`config.mk`:
```
export PLATFORM = sky130hd
export DESIGN_NAME = pixel_merge_buffer_flat
export DESIGN_NICKNAME = d
export VERILOG_FILES = /design/src/rtl/pixel_merge_buffer_if.sv /design/src/rtl/pixel_merge_buffer.sv /design/src/flat_wrapper.sv
export SDC_FILE = /design/constraint.sdc
export NUM_CORES = 1
export LEC_CHECK = 0
export CORE_ASPECT_RATIO = 1.25
export CORE_MARGIN = 4
export CORE_UTILIZATION = 40
export DETAILED_ROUTE_END_ITERATION = 8
export GPL_ROUTABILITY_DRIVEN = 0
export PLACE_DENSITY = 0.59
export SYNTH_ARGS = -nofsm -noshare
export SYNTH_HDL_FRONTEND = slang
export SYNTH_SLANG_ARGS = --single-unit
```
`constraint.sdc`:
```
create_clock -name clk -period 10.2 [get_ports clk]
set_input_delay 2.04 -clock clk [delete_from_list [all_inputs] [get_ports clk]]
set_output_delay 2.04 -clock clk [all_outputs]
set_load 0.01 [all_outputs]
```
`src/rtl/pixel_merge_buffer_if.sv`:
```
// -----------------------------------------------------------------------------
// pixel_merge_buffer_if
//
// Groups every non-clock/reset signal of pixel_merge_buffer. Names carry the
// direction as seen from the buffer (i_ = into the buffer, o_ = out of it).
//
//   Configuration (sampled by the buffer at frame start)
//     i_active_cores  [3:0]              number of lanes in use
//     i_image_width   [DIM_W-1:0]        pixels per row
//     i_image_height  [DIM_W-1:0]        rows per frame
//   Core input lanes
//     i_in_rgb        [24*NUM_CORES-1:0] lane k pixel at [24k+23:24k], {r,g,b}
//     i_in_valid      [NUM_CORES-1:0]    lane k pixel valid
//     o_in_ready      [NUM_CORES-1:0]    lane k FIFO can accept
//   Merged output stream
//     o_out_rgb       [23:0]             merged pixel
//     o_out_valid                        o_out_rgb valid
//     i_out_ready                        downstream accept
//     o_sof_out                          first pixel of frame
//     o_eol_out                          last pixel of row
//   Status
//     o_frame_done                       one-cycle pulse after a frame completes
//     o_frame_count   [15:0]             completed frames, wrapping
//
// Modports: slave = the buffer, master = whatever drives it (cores + sink).
// -----------------------------------------------------------------------------
interface pixel_merge_buffer_if #(
    parameter int NUM_CORES = 4,
    parameter int DIM_W     = 13
);
    logic [3:0]              i_active_cores;
    logic [DIM_W-1:0]        i_image_width;
    logic [DIM_W-1:0]        i_image_height;
    logic [24*NUM_CORES-1:0] i_in_rgb;
    logic [NUM_CORES-1:0]    i_in_valid;
    logic [NUM_CORES-1:0]    o_in_ready;
    logic [23:0]             o_out_rgb;
    logic                    o_out_valid;
    logic                    i_out_ready;
    logic                    o_sof_out;
    logic                    o_eol_out;
    logic                    o_frame_done;
    logic [15:0]             o_frame_count;

    modport slave (
        input  i_active_cores, i_image_width, i_image_height,
        input  i_in_rgb, i_in_valid, i_out_ready,
        output o_in_ready, o_out_rgb, o_out_valid, o_sof_out, o_eol_out,
        output o_frame_done, o_frame_count
    );

    modport master (
        output i_active_cores, i_image_width, i_image_height,
        output i_in_rgb, i_in_valid, i_out_ready,
        input  o_in_ready, o_out_rgb, o_out_valid, o_sof_out, o_eol_out,
        input  o_frame_done, o_frame_count
    );
endinterface

```
`src/rtl/pixel_merge_buffer.sv`:
```
// -----------------------------------------------------------------------------
// pixel_merge_buffer
//
// Merges the pixel streams of up to NUM_CORES ray-processor cores into one
// raster-ordered stream with SOF/EOL framing. Core k renders the linear pixel
// indices i with i mod active_cores == k; each core writes into a private
// first-word-fall-through FIFO and a round-robin read pointer walks the lanes
// in index order, so the output is raster ordered without any reordering
// logic. If the selected lane is empty the output simply waits (head-of-line
// wait) while the other lanes keep filling.
//
// Ports
//   clk   clock
//   rst   asynchronous active-high reset; discards all buffered pixels
//   bus   pixel_merge_buffer_if.slave (configuration, lanes, output, status)
//
// Parameters
//   NUM_CORES   number of core lanes (1..8)
//   FIFO_DEPTH  entries per lane FIFO (power of two, >= 2)
//   DIM_W       width of image dimensions and pixel counters
// -----------------------------------------------------------------------------
module pixel_merge_buffer #(
    parameter int NUM_CORES  = 4,
    parameter int FIFO_DEPTH = 8,
    parameter int DIM_W      = 13
) (
    input  logic                  clk,
    input  logic                  rst,
    pixel_merge_buffer_if.slave   bus
);

    // FIFO address width; pointers carry one extra wrap bit so that full and
    // empty can be told apart without an occupancy counter.
    localparam int AW = $clog2(FIFO_DEPTH);
    localparam int PW = AW + 1;
    localparam int LW = (NUM_CORES > 1) ? $clog2(NUM_CORES) : 1;

    localparam logic [3:0]       MAX_ACTIVE = 4'(NUM_CORES);
    localparam logic [DIM_W-1:0] DIM_ONE    = {{(DIM_W-1){1'b0}}, 1'b1};

    // ------------------------------------------------------------------
    // State
    // ------------------------------------------------------------------
    logic [23:0]       r_mem  [NUM_CORES][FIFO_DEPTH];
    logic [PW-1:0]     r_wptr [NUM_CORES];
    logic [PW-1:0]     r_rptr [NUM_CORES];

    logic [LW-1:0]     r_rd_ptr;        // lane holding the next raster pixel
    logic [DIM_W-1:0]  r_x;
    logic [DIM_W-1:0]  r_y;

    logic              r_cfg_loaded;    // low until the first post-reset edge
    logic [3:0]        r_active;        // 0 while unloaded => all lanes closed
    logic [DIM_W-1:0]  r_width;
    logic [DIM_W-1:0]  r_height;

    logic [15:0]       r_frame_count;
    logic              r_frame_done;

    // ------------------------------------------------------------------
    // Combinational signals
    // ------------------------------------------------------------------
    logic [NUM_CORES-1:0] w_empty;
    logic [NUM_CORES-1:0] w_full;
    logic [NUM_CORES-1:0] w_lane_en;
    logic [NUM_CORES-1:0] w_in_ready;
    logic [NUM_CORES-1:0] w_push;
    logic [NUM_CORES-1:0] w_pop;

    logic                 w_out_valid;
    logic [23:0]          w_head;
    logic                 w_xfer;
    logic                 w_x_last;
    logic                 w_y_last;
    logic                 w_frame_last;
    logic                 w_rd_last;
    logic                 w_cfg_load;

    logic [3:0]           w_active_in;
    logic [DIM_W-1:0]     w_width_in;
    logic [DIM_W-1:0]     w_height_in;

    // Sanitised configuration inputs: zero lanes/dimensions become one,
    // lane counts beyond the instantiated cores are clamped.
    // NOTE: every always_comb output gets a default first so no path can
    // leave it unassigned and infer a latch.
    always_comb begin
        w_active_in = bus.i_active_cores;
        if (bus.i_active_cores == 4'd0) begin
            w_active_in = 4'd1;
        end else if (bus.i_active_cores > MAX_ACTIVE) begin
            w_active_in = MAX_ACTIVE;
        end
        w_width_in  = (bus.i_image_width  == '0) ? DIM_ONE : bus.i_image_width;
        w_height_in = (bus.i_image_height == '0) ? DIM_ONE : bus.i_image_height;
    end

    // Per-lane status, write acceptance and pop selection.
    always_comb begin
        w_empty    = '0;
        w_full     = '0;
        w_lane_en  = '0;
        w_in_ready = '0;
        w_push     = '0;
        w_pop      = '0;
        for (int k = 0; k < NUM_CORES; k++) begin
            w_empty[k]    = (r_wptr[k] == r_rptr[k]);
            // Same slot, opposite wrap bit: the writer has lapped the reader.
            w_full[k]     = (r_wptr[k][AW] != r_rptr[k][AW]) &&
                            (r_wptr[k][AW-1:0] == r_rptr[k][AW-1:0]);
            w_lane_en[k]  = (4'(k) < r_active);
            w_in_ready[k] = !w_full[k] && w_lane_en[k];
            w_push[k]     = bus.i_in_valid[k] && w_in_ready[k];
            w_pop[k]      = w_xfer && (r_rd_ptr == LW'(k));
        end
    end

    // First-word-fall-through head of the selected lane drives the output
    // directly, so a pixel written in cycle t is visible in cycle t+1.
    assign w_out_valid  = !w_empty[r_rd_ptr];
    assign w_head       = r_mem[r_rd_ptr][r_rptr[r_rd_ptr][AW-1:0]];
    assign w_xfer       = w_out_valid && bus.i_out_ready;

    assign w_x_last     = (r_x == r_width  - DIM_ONE);
    assign w_y_last     = (r_y == r_height - DIM_ONE);
    assign w_frame_last = w_x_last && w_y_last;
    assign w_rd_last    = (4'(r_rd_ptr) == r_active - 4'd1);

    // Configuration is (re)captured on the first edge after reset and on the
    // edge that moves the final pixel of a frame, then held for the frame.
    assign w_cfg_load   = !r_cfg_loaded || (w_xfer && w_frame_last);

    // ------------------------------------------------------------------
    // Lane FIFO storage
    // NOTE: the data array has no reset; an entry is only ever read after
    // it has been written, and the reset pointers make every lane empty.
    // ------------------------------------------------------------------
    always_ff @(posedge clk) begin
        for (int k = 0; k < NUM_CORES; k++) begin
            if (w_push[k]) begin
                r_mem[k][r_wptr[k][AW-1:0]] <= bus.i_in_rgb[24*k +: 24];
            end
        end
    end

    // Lane FIFO pointers. A push and a pop on the same lane in one cycle
    // both advance, leaving occupancy unchanged.
    // NOTE: sequential state is written with non-blocking assignments only,
    // so every register samples pre-edge values regardless of block order.
    always_ff @(posedge clk or posedge rst) begin
        if (rst) begin
            for (int k = 0; k < NUM_CORES; k++) begin
                r_wptr[k] <= '0;
                r_rptr[k] <= '0;
            end
        end else begin
            for (int k = 0; k < NUM_CORES; k++) begin
                if (w_push[k]) begin
                    r_wptr[k] <= r_wptr[k] + PW'(1);
                end
                if (w_pop[k]) begin
                    r_rptr[k] <= r_rptr[k] + PW'(1);
                end
            end
        end
    end

    // ------------------------------------------------------------------
    // Raster position, lane selection and frame accounting
    // ------------------------------------------------------------------
    always_ff @(posedge clk or posedge rst) begin
        if (rst) begin
            r_rd_ptr      <= '0;
            r_x           <= '0;
            r_y           <= '0;
            r_frame_count <= '0;
            r_frame_done  <= 1'b0;
        end else begin
            r_frame_done <= w_xfer && w_frame_last;
            if (w_xfer) begin
                if (w_frame_last) begin
                    // Frame complete: next pixel is index 0, owned by lane 0.
                    r_rd_ptr      <= '0;
                    r_x           <= '0;
                    r_y           <= '0;
                    r_frame_count <= r_frame_count + 16'd1;
                end else begin
                    r_rd_ptr <= w_rd_last ? '0 : r_rd_ptr + LW'(1);
                    if (w_x_last) begin
                        r_x <= '0;
                        r_y <= r_y + DIM_ONE;
                    end else begin
                        r_x <= r_x + DIM_ONE;
                    end
                end
            end
        end
    end

    // ------------------------------------------------------------------
    // Frame configuration latch
    // ------------------------------------------------------------------
    always_ff @(posedge clk or posedge rst) begin
        if (rst) begin
            r_cfg_loaded <= 1'b0;
            r_active     <= 4'd0;
            r_width      <= DIM_ONE;
            r_height     <= DIM_ONE;
        end else if (w_cfg_load) begin
            r_cfg_loaded <= 1'b1;
            r_active     <= w_active_in;
            r_width      <= w_width_in;
            r_height     <= w_height_in;
        end
    end

    // ------------------------------------------------------------------
    // Outputs
    // ------------------------------------------------------------------
    assign bus.o_in_ready    = w_in_ready;
    assign bus.o_out_valid   = w_out_valid;
    assign bus.o_out_rgb     = w_head;
    assign bus.o_sof_out     = w_out_valid && (r_x == '0) && (r_y == '0);
    assign bus.o_eol_out     = w_out_valid && w_x_last;
    assign bus.o_frame_done  = r_frame_done;
    assign bus.o_frame_count = r_frame_count;

endmodule

```
`src/flat_wrapper.sv`:
```
// flat-port wrapper written by rule: the top's interface ports become plain ports
module pixel_merge_buffer_flat 
#(
    parameter int NUM_CORES  = 4,
    parameter int FIFO_DEPTH = 8,
    parameter int DIM_W      = 13
)
  (clk, rst, bus_i_active_cores, bus_i_image_width, bus_i_image_height, bus_i_in_rgb, bus_i_in_valid, bus_i_out_ready, bus_o_in_ready, bus_o_out_rgb, bus_o_out_valid, bus_o_sof_out, bus_o_eol_out, bus_o_frame_done, bus_o_frame_count);
  pixel_merge_buffer_if #(.NUM_CORES(NUM_CORES), .DIM_W(DIM_W)) bus_i ();
  input  logic clk;
  input  logic rst;
  input wire logic [$bits(bus_i.i_active_cores)-1:0] bus_i_active_cores;
  input wire logic [$bits(bus_i.i_image_width)-1:0] bus_i_image_width;
  input wire logic [$bits(bus_i.i_image_height)-1:0] bus_i_image_height;
  input wire logic [$bits(bus_i.i_in_rgb)-1:0] bus_i_in_rgb;
  input wire logic [$bits(bus_i.i_in_valid)-1:0] bus_i_in_valid;
  input wire logic [$bits(bus_i.i_out_ready)-1:0] bus_i_out_ready;
  output wire logic [$bits(bus_i.o_in_ready)-1:0] bus_o_in_ready;
  output wire logic [$bits(bus_i.o_out_rgb)-1:0] bus_o_out_rgb;
  output wire logic [$bits(bus_i.o_out_valid)-1:0] bus_o_out_valid;
  output wire logic [$bits(bus_i.o_sof_out)-1:0] bus_o_sof_out;
  output wire logic [$bits(bus_i.o_eol_out)-1:0] bus_o_eol_out;
  output wire logic [$bits(bus_i.o_frame_done)-1:0] bus_o_frame_done;
  output wire logic [$bits(bus_i.o_frame_count)-1:0] bus_o_frame_count;
  assign bus_i.i_active_cores = bus_i_active_cores;
  assign bus_i.i_image_width = bus_i_image_width;
  assign bus_i.i_image_height = bus_i_image_height;
  assign bus_i.i_in_rgb = bus_i_in_rgb;
  assign bus_i.i_in_valid = bus_i_in_valid;
  assign bus_i.i_out_ready = bus_i_out_ready;
  assign bus_o_in_ready = bus_i.o_in_ready;
  assign bus_o_out_rgb = bus_i.o_out_rgb;
  assign bus_o_out_valid = bus_i.o_out_valid;
  assign bus_o_sof_out = bus_i.o_sof_out;
  assign bus_o_eol_out = bus_i.o_eol_out;
  assign bus_o_frame_done = bus_i.o_frame_done;
  assign bus_o_frame_count = bus_i.o_frame_count;
  pixel_merge_buffer #(.NUM_CORES(NUM_CORES), .FIFO_DEPTH(FIFO_DEPTH), .DIM_W(DIM_W)) u_core (.clk(clk), .rst(rst), .bus(bus_i));
endmodule
```
* Yosys cells after proc, flatten, opt, wreduce, memory -nomap -nowiden
Memory sizes are Yosys's and may differ from the RTL's.
Index checks and enable logic that the tools add are counted.
** Storage, ports and cells
- RAM bits :: 768
- Bits in registers :: 108
- Memories :: 1
- Output and inout bits :: 48
- Input port bits :: 133
** Operators by class
- Multiplexer cells :: 34
- Bitwise logic cells :: 6
- Eq/ne operators :: 18
- Add/sub/neg operators :: 15
- Magnitude comparators :: 16
- Reductions and logical operators :: 42
** Memory list
- u_core.r_mem :: depth 4, width 192, read ports 1, clocked after memory_dff 0, wr ports 4, line pixel_merge_buffer.sv:44 : logic [23:0] r_mem [NUM_CORES][FIFO_DEPTH];
** Operator list (count)
- $mux 192 :: 4
- $demux 24 s3 :: 4
- $mux 24 :: 6
- $mux 13 :: 6
- $bmux 24 s3 :: 1
- $logic_not 13->1 :: 4
- $add 4x1->4 const B :: 8
- $add 13x1->13 const B :: 2
- $eq 13x13->1 :: 2
- $logic_and 1x1->1 :: 26
- $sub 13x1->13 const B :: 2
- $ge 4x4->1 const B :: 5
- $not 3->4 :: 5
- $add 16x1->16 const B :: 1
- $eq 4x4->1 :: 4
- $lt 4x1->1 const B :: 4
- $eq 3x3->1 :: 4
- $bmux 4 s2 :: 1
- $lt 1x4->1 const A :: 2
- $lt 2x4->1 const A :: 2
- $mux 4 :: 2
- $logic_not 1->1 :: 6
- $mux 3 :: 2
- $mux 1 :: 5
- 17 further kinds :: 23

* Longest topological paths before layout
- Depth after elaboration :: 8
- Mapped depth :: 11

* Worst setup path before layout
OpenSTA, ideal clock, no wires.
- Kind :: input -> register
- Start :: in bus_i_in_valid[0]
- End :: mem u_core.r_mem[0][72] (netlist name), enable pin
- Stages :: 2
- Data required time :: 9725 ps
- Setup slack :: 4938 ps
- Arrival time :: 4787 ps
- Library setup time :: 475 ps
- Cells stage by stage :: nand2_1 > nor4b_1
** RTL lines
- start: declaration :: line flat_wrapper.sv:16 : input wire logic [$bits(bus_i.i_in_valid)-1:0] bus_i_in_valid;
- end: declaration :: line pixel_merge_buffer.sv:44

* Worst setup path in the final report
- Start :: reg u_core.r_rd_ptr[1]
- End :: out bus_o_out_rgb[5]
** Between the ends
- Cells in the longest elaborated chain, start to end :: 8
** RTL lines
- start: declaration :: line pixel_merge_buffer.sv:48 : logic [LW-1:0] r_rd_ptr;
- start signal: assignment :: line pixel_merge_buffer.sv:188 : r_rd_ptr <= w_rd_last ? '0 : r_rd_ptr + LW'(1);
- $not 2->3 (implied by the code) :: line pixel_merge_buffer.sv:121 : assign w_head = r_mem[r_rd_ptr][r_rptr[r_rd_ptr][AW-1:0]];
- $bmux 4 s2 :: line pixel_merge_buffer.sv:121
- $mux 3 (implied by the code) (2 in series) :: line pixel_merge_buffer.sv:121
- $not 3->4 (implied by the code) :: line pixel_merge_buffer.sv:121
- $bmux 24 s3 * :: line pixel_merge_buffer.sv:121
- $mux 24 (implied by the code) * (2 in series) :: line pixel_merge_buffer.sv:121
- end: declaration :: line flat_wrapper.sv:19 : output wire logic [$bits(bus_i.o_out_rgb)-1:0] bus_o_out_rgb;
Every way passes the cells marked *; elsewhere a longest branch is shown, timed or not. The select of a mux whose other input is x is not followed.

==> impl_metrics.env <==
export IMPL_status="finished, final reports clean"
export IMPL_cts_clk_slew_worst_paths_ns=0.06
export IMPL_final_area_um2=42110
export IMPL_cell_internal_pwr_mw=8.365
export IMPL_hold_class="reg -> reg"
export IMPL_antenna_found_initial=14
export IMPL_cp_data_required_time_ns=8.16
export IMPL_cts_sinks=876
export IMPL_rows=122
export IMPL_slew_headroom_pct=25.07
export IMPL_finalSetupTns_ns=0
export IMPL_instances_no_fill=3323
export IMPL_core_area_um2=88530
export IMPL_muxShareOfSynthArea_pct=16.24
export IMPL_p_seq_share_pct=37.9
export IMPL_maxCapViolations=0
export IMPL_async_reset_ff_share_pct=12.33
export IMPL_place_area_um2=39200
export IMPL_nets=2223
export IMPL_maxSlewViolCount=0
export IMPL_synthXorXnorAreaFrac_pct=2.405
export IMPL_initial_utilization_pct=40.31
export IMPL_numCtsBuffers=90
export IMPL_postCtsSetupBuffers=0
export IMPL_yosys_area_share_simple_pct=4.817
export IMPL_drive_above_1_share_pct=22.51
export IMPL_crit_fanout=71
export IMPL_fillers=7404
export IMPL_fp_dieArea_um2=94090
export IMPL_h_tree_depth=3
export IMPL_rsz0062_at_grt="false"
export IMPL_drt_initial_drc_count=2010
export IMPL_synthCells=1840
export IMPL_period_share_pct=72.34
export IMPL_cts_tree="done"
export IMPL_synth_distinct_cells=78
export IMPL_final_common_cell="edfxtp_1"
export IMPL_synth_area_leaders="edfxtp_1 65%, mux4_2 14%, dfrtp_1 7.4%, xnor2_1 1.7%, mux2i_1 1.5%"
export IMPL_powerDensity_nw_per_um2=294.9
export IMPL_grt_pass1_vias=19400
export IMPL_grt_overflow=0
export IMPL_grt_pass1_wl_um=136300
export IMPL_hold_viol_final=0
export IMPL_via_count=18790
export IMPL_dpl_worst_slack_ns=3.532
export IMPL_worst_pin_slew_ns=1.124
export IMPL_synth_top_family_by_area="multiplexers"
export IMPL_portBuffers=180
export IMPL_placed_cells=3153
export IMPL_drtPass1Iterations=7
export IMPL_dpl_hpwl_um=55560
export IMPL_cts_hold_buf=0
export IMPL_yosysWarnings=0
export IMPL_synth_top_area_share_pct=64.62
export IMPL_fin_util_pct=47.57
export IMPL_fin_ws_ns=2.822
export IMPL_setup_violations=0
export IMPL_fmax_mhz=135.5
export IMPL_synthesis_nets=1996
export IMPL_drc=0
export IMPL_synth_compound_area_share_pct=2.072
export IMPL_synth_largest_area_cell="edfxtp_1"
export IMPL_synthAdderAreaFrac_pct=0.8064
export IMPL_drtAntennaViolNets=0
export IMPL_leakage_nw=13.98
export IMPL_wl_per_cell_um=28.58
export IMPL_seq_area_frac_synth_pct=72.20
export IMPL_switching_share_pct=32.64
export IMPL_clock_skew_ns=0.03534
export IMPL_worst_setup_path_type="reg -> out"
export IMPL_dieHeight_um=342.0
export IMPL_viasPerCell=5.654
export IMPL_p_switching_mw=4.053
export IMPL_io_pins=181
export IMPL_cts_root_buf="clkbuf_16"
export IMPL_ys_ff_latch=876
export IMPL_ctsLongestPathBuffers=3
export IMPL_p_comb_share_pct=36.0
export IMPL_synthFlopType="edfxtp_1"
export IMPL_synth_edf_count=768
export IMPL_vdd_ir_drop_max_uv=235.4
export IMPL_die_w_um=275.2
export IMPL_crit_arrival_ns=5.34
export IMPL_layout_common_cells="768 x edfxtp_1, 217 x mux4_2, 180 x clkdlybuf4s50_1"
export IMPL_wirelength_um=94960
export IMPL_cp_start_kind="flip-flop"
export IMPL_grt_util_all_layers_pct=20.12
export IMPL_fin_crit_ns=7.378
export IMPL_clkPwrFrac_pct=26.2
export IMPL_synth_area_um2=35690
export IMPL_grt_max_degree=115
export IMPL_cts_resized=0
export IMPL_syn_area_per_cell_um2=19.39
export IMPL_insertion_delay_ns=0.66
export IMPL_cp_end_kind="primary output"
export IMPL_syn_to_final_growth_pct=18.01
-- power groups by stage --
stage	logic [mW]	registers (mW)	clock network [mW]
after floorplan	2.89	4.61	0
after global placement	4.50	4.76	0
after detailed placement	4.53	4.78	0
after CTS	4.55	4.71	3.31
after global routing	4.75	4.75	3.48
final	4.47	4.70	3.25
-- cell type report --
cell class	count	area, µm²	share of cell area (%)
clock buffer	110	2347	5.574
antenna	4	10.01	0.02377
multi-input combinational	840	9639	22.89
tap	1178	1474	3.500
inverter	26	101.3	0.2407
clock inverter	56	556.8	1.322
timing repair buffer	233	2212	5.253
sequential	876	25770	61.20
-- synthesized netlist by cell type (8+ instances only) --
master	count
mux2_1	10
o21ai_0	22
mux2_2	9
inv_1	24
nor2_1	85
nand4_1	25
nand2_1	55
buf_1	21
a21oi_1	8
xor2_1	30
nor3_1	21
and3_1	13
mux2_4	10
a221oi_1	24
nor4_1	22
dfrtp_1	106
nor2b_1	9
edfxtp_1	768
nand3_1	36
mux4_2	218
nand2b_1	9
buf_2	14
clkbuf_1	57
mux2i_1	52
ha_1	23
xnor2_1	68
-- critical path, stage by stage, from the launching register on --
cell,delay [ns]
dfrtp_2,0.75
buf_4,0.53
mux4_4,0.44
buf_4,0.83
mux4_2,0.38
mux4_2,0.25
nor2_1,0.05
a221oi_1,0.70
clkdlybuf4s50_1,0.70
-- final timing paths --
path / start / end / slack (ns) / cells past startpoint
hold reg to reg: u_core.bus.o_frame_count[15] / u_core.bus.o_frame_count[15] / 0.48 / 1
min in group asynchronous: rst / u_core.bus.o_frame_count[5] / 1.82 / 2
hold / removal: u_core.bus.o_frame_count[15] / u_core.bus.o_frame_count[15] / 0.48 / 1
max in group asynchronous: rst / u_core.r_rd_ptr[0] / 6.99 / 3
setup reg to reg: u_core.r_rd_ptr[1] / u_core.r_width[12] / 5.48 / 10
setup / recovery: u_core.r_rd_ptr[1] / bus_o_out_rgb[5] / 2.82 / 8
-- sequential cells by signal (all words and copies together) (netlist names) --
name	flops
u_core.bus.o_frame_count	16
u_core.bus.o_frame_done	1
u_core.r_active	4
u_core.r_cfg_loaded	1
u_core.r_height	13
u_core.r_mem	768
u_core.r_rd_ptr	2
u_core.r_rptr	16
u_core.r_width	13
u_core.r_wptr	16
u_core.r_x	13
u_core.r_y	13
-- through the flow --
stage | total power, mW | hold WS, ns
floorplan | 7.501 | 0.4604
global placement | 9.256 | 0.4752
detailed placement | 9.307 | 0.4754
CTS | 12.57 | 0.4886
global route | 12.98 | 0.4995
finish | 12.42 | 0.4827
-- logic make-up after synthesis --
logic type,after synthesis
flops,876
mux,299
xor+xnor,98
other cells,1
compound gates,95
simple gates,324
fa+ha+maj,23
buf+inv,124
-- metal layers --
layer / global-route usage, % / share of wire [%]
met1: 27.17 / 41
met2: 33.49 / 50
met3: 4.510 / 7.1
met4: 4.919 / 2.3
met5: 0 / 0.11
(Power assumes the default switching activity.)
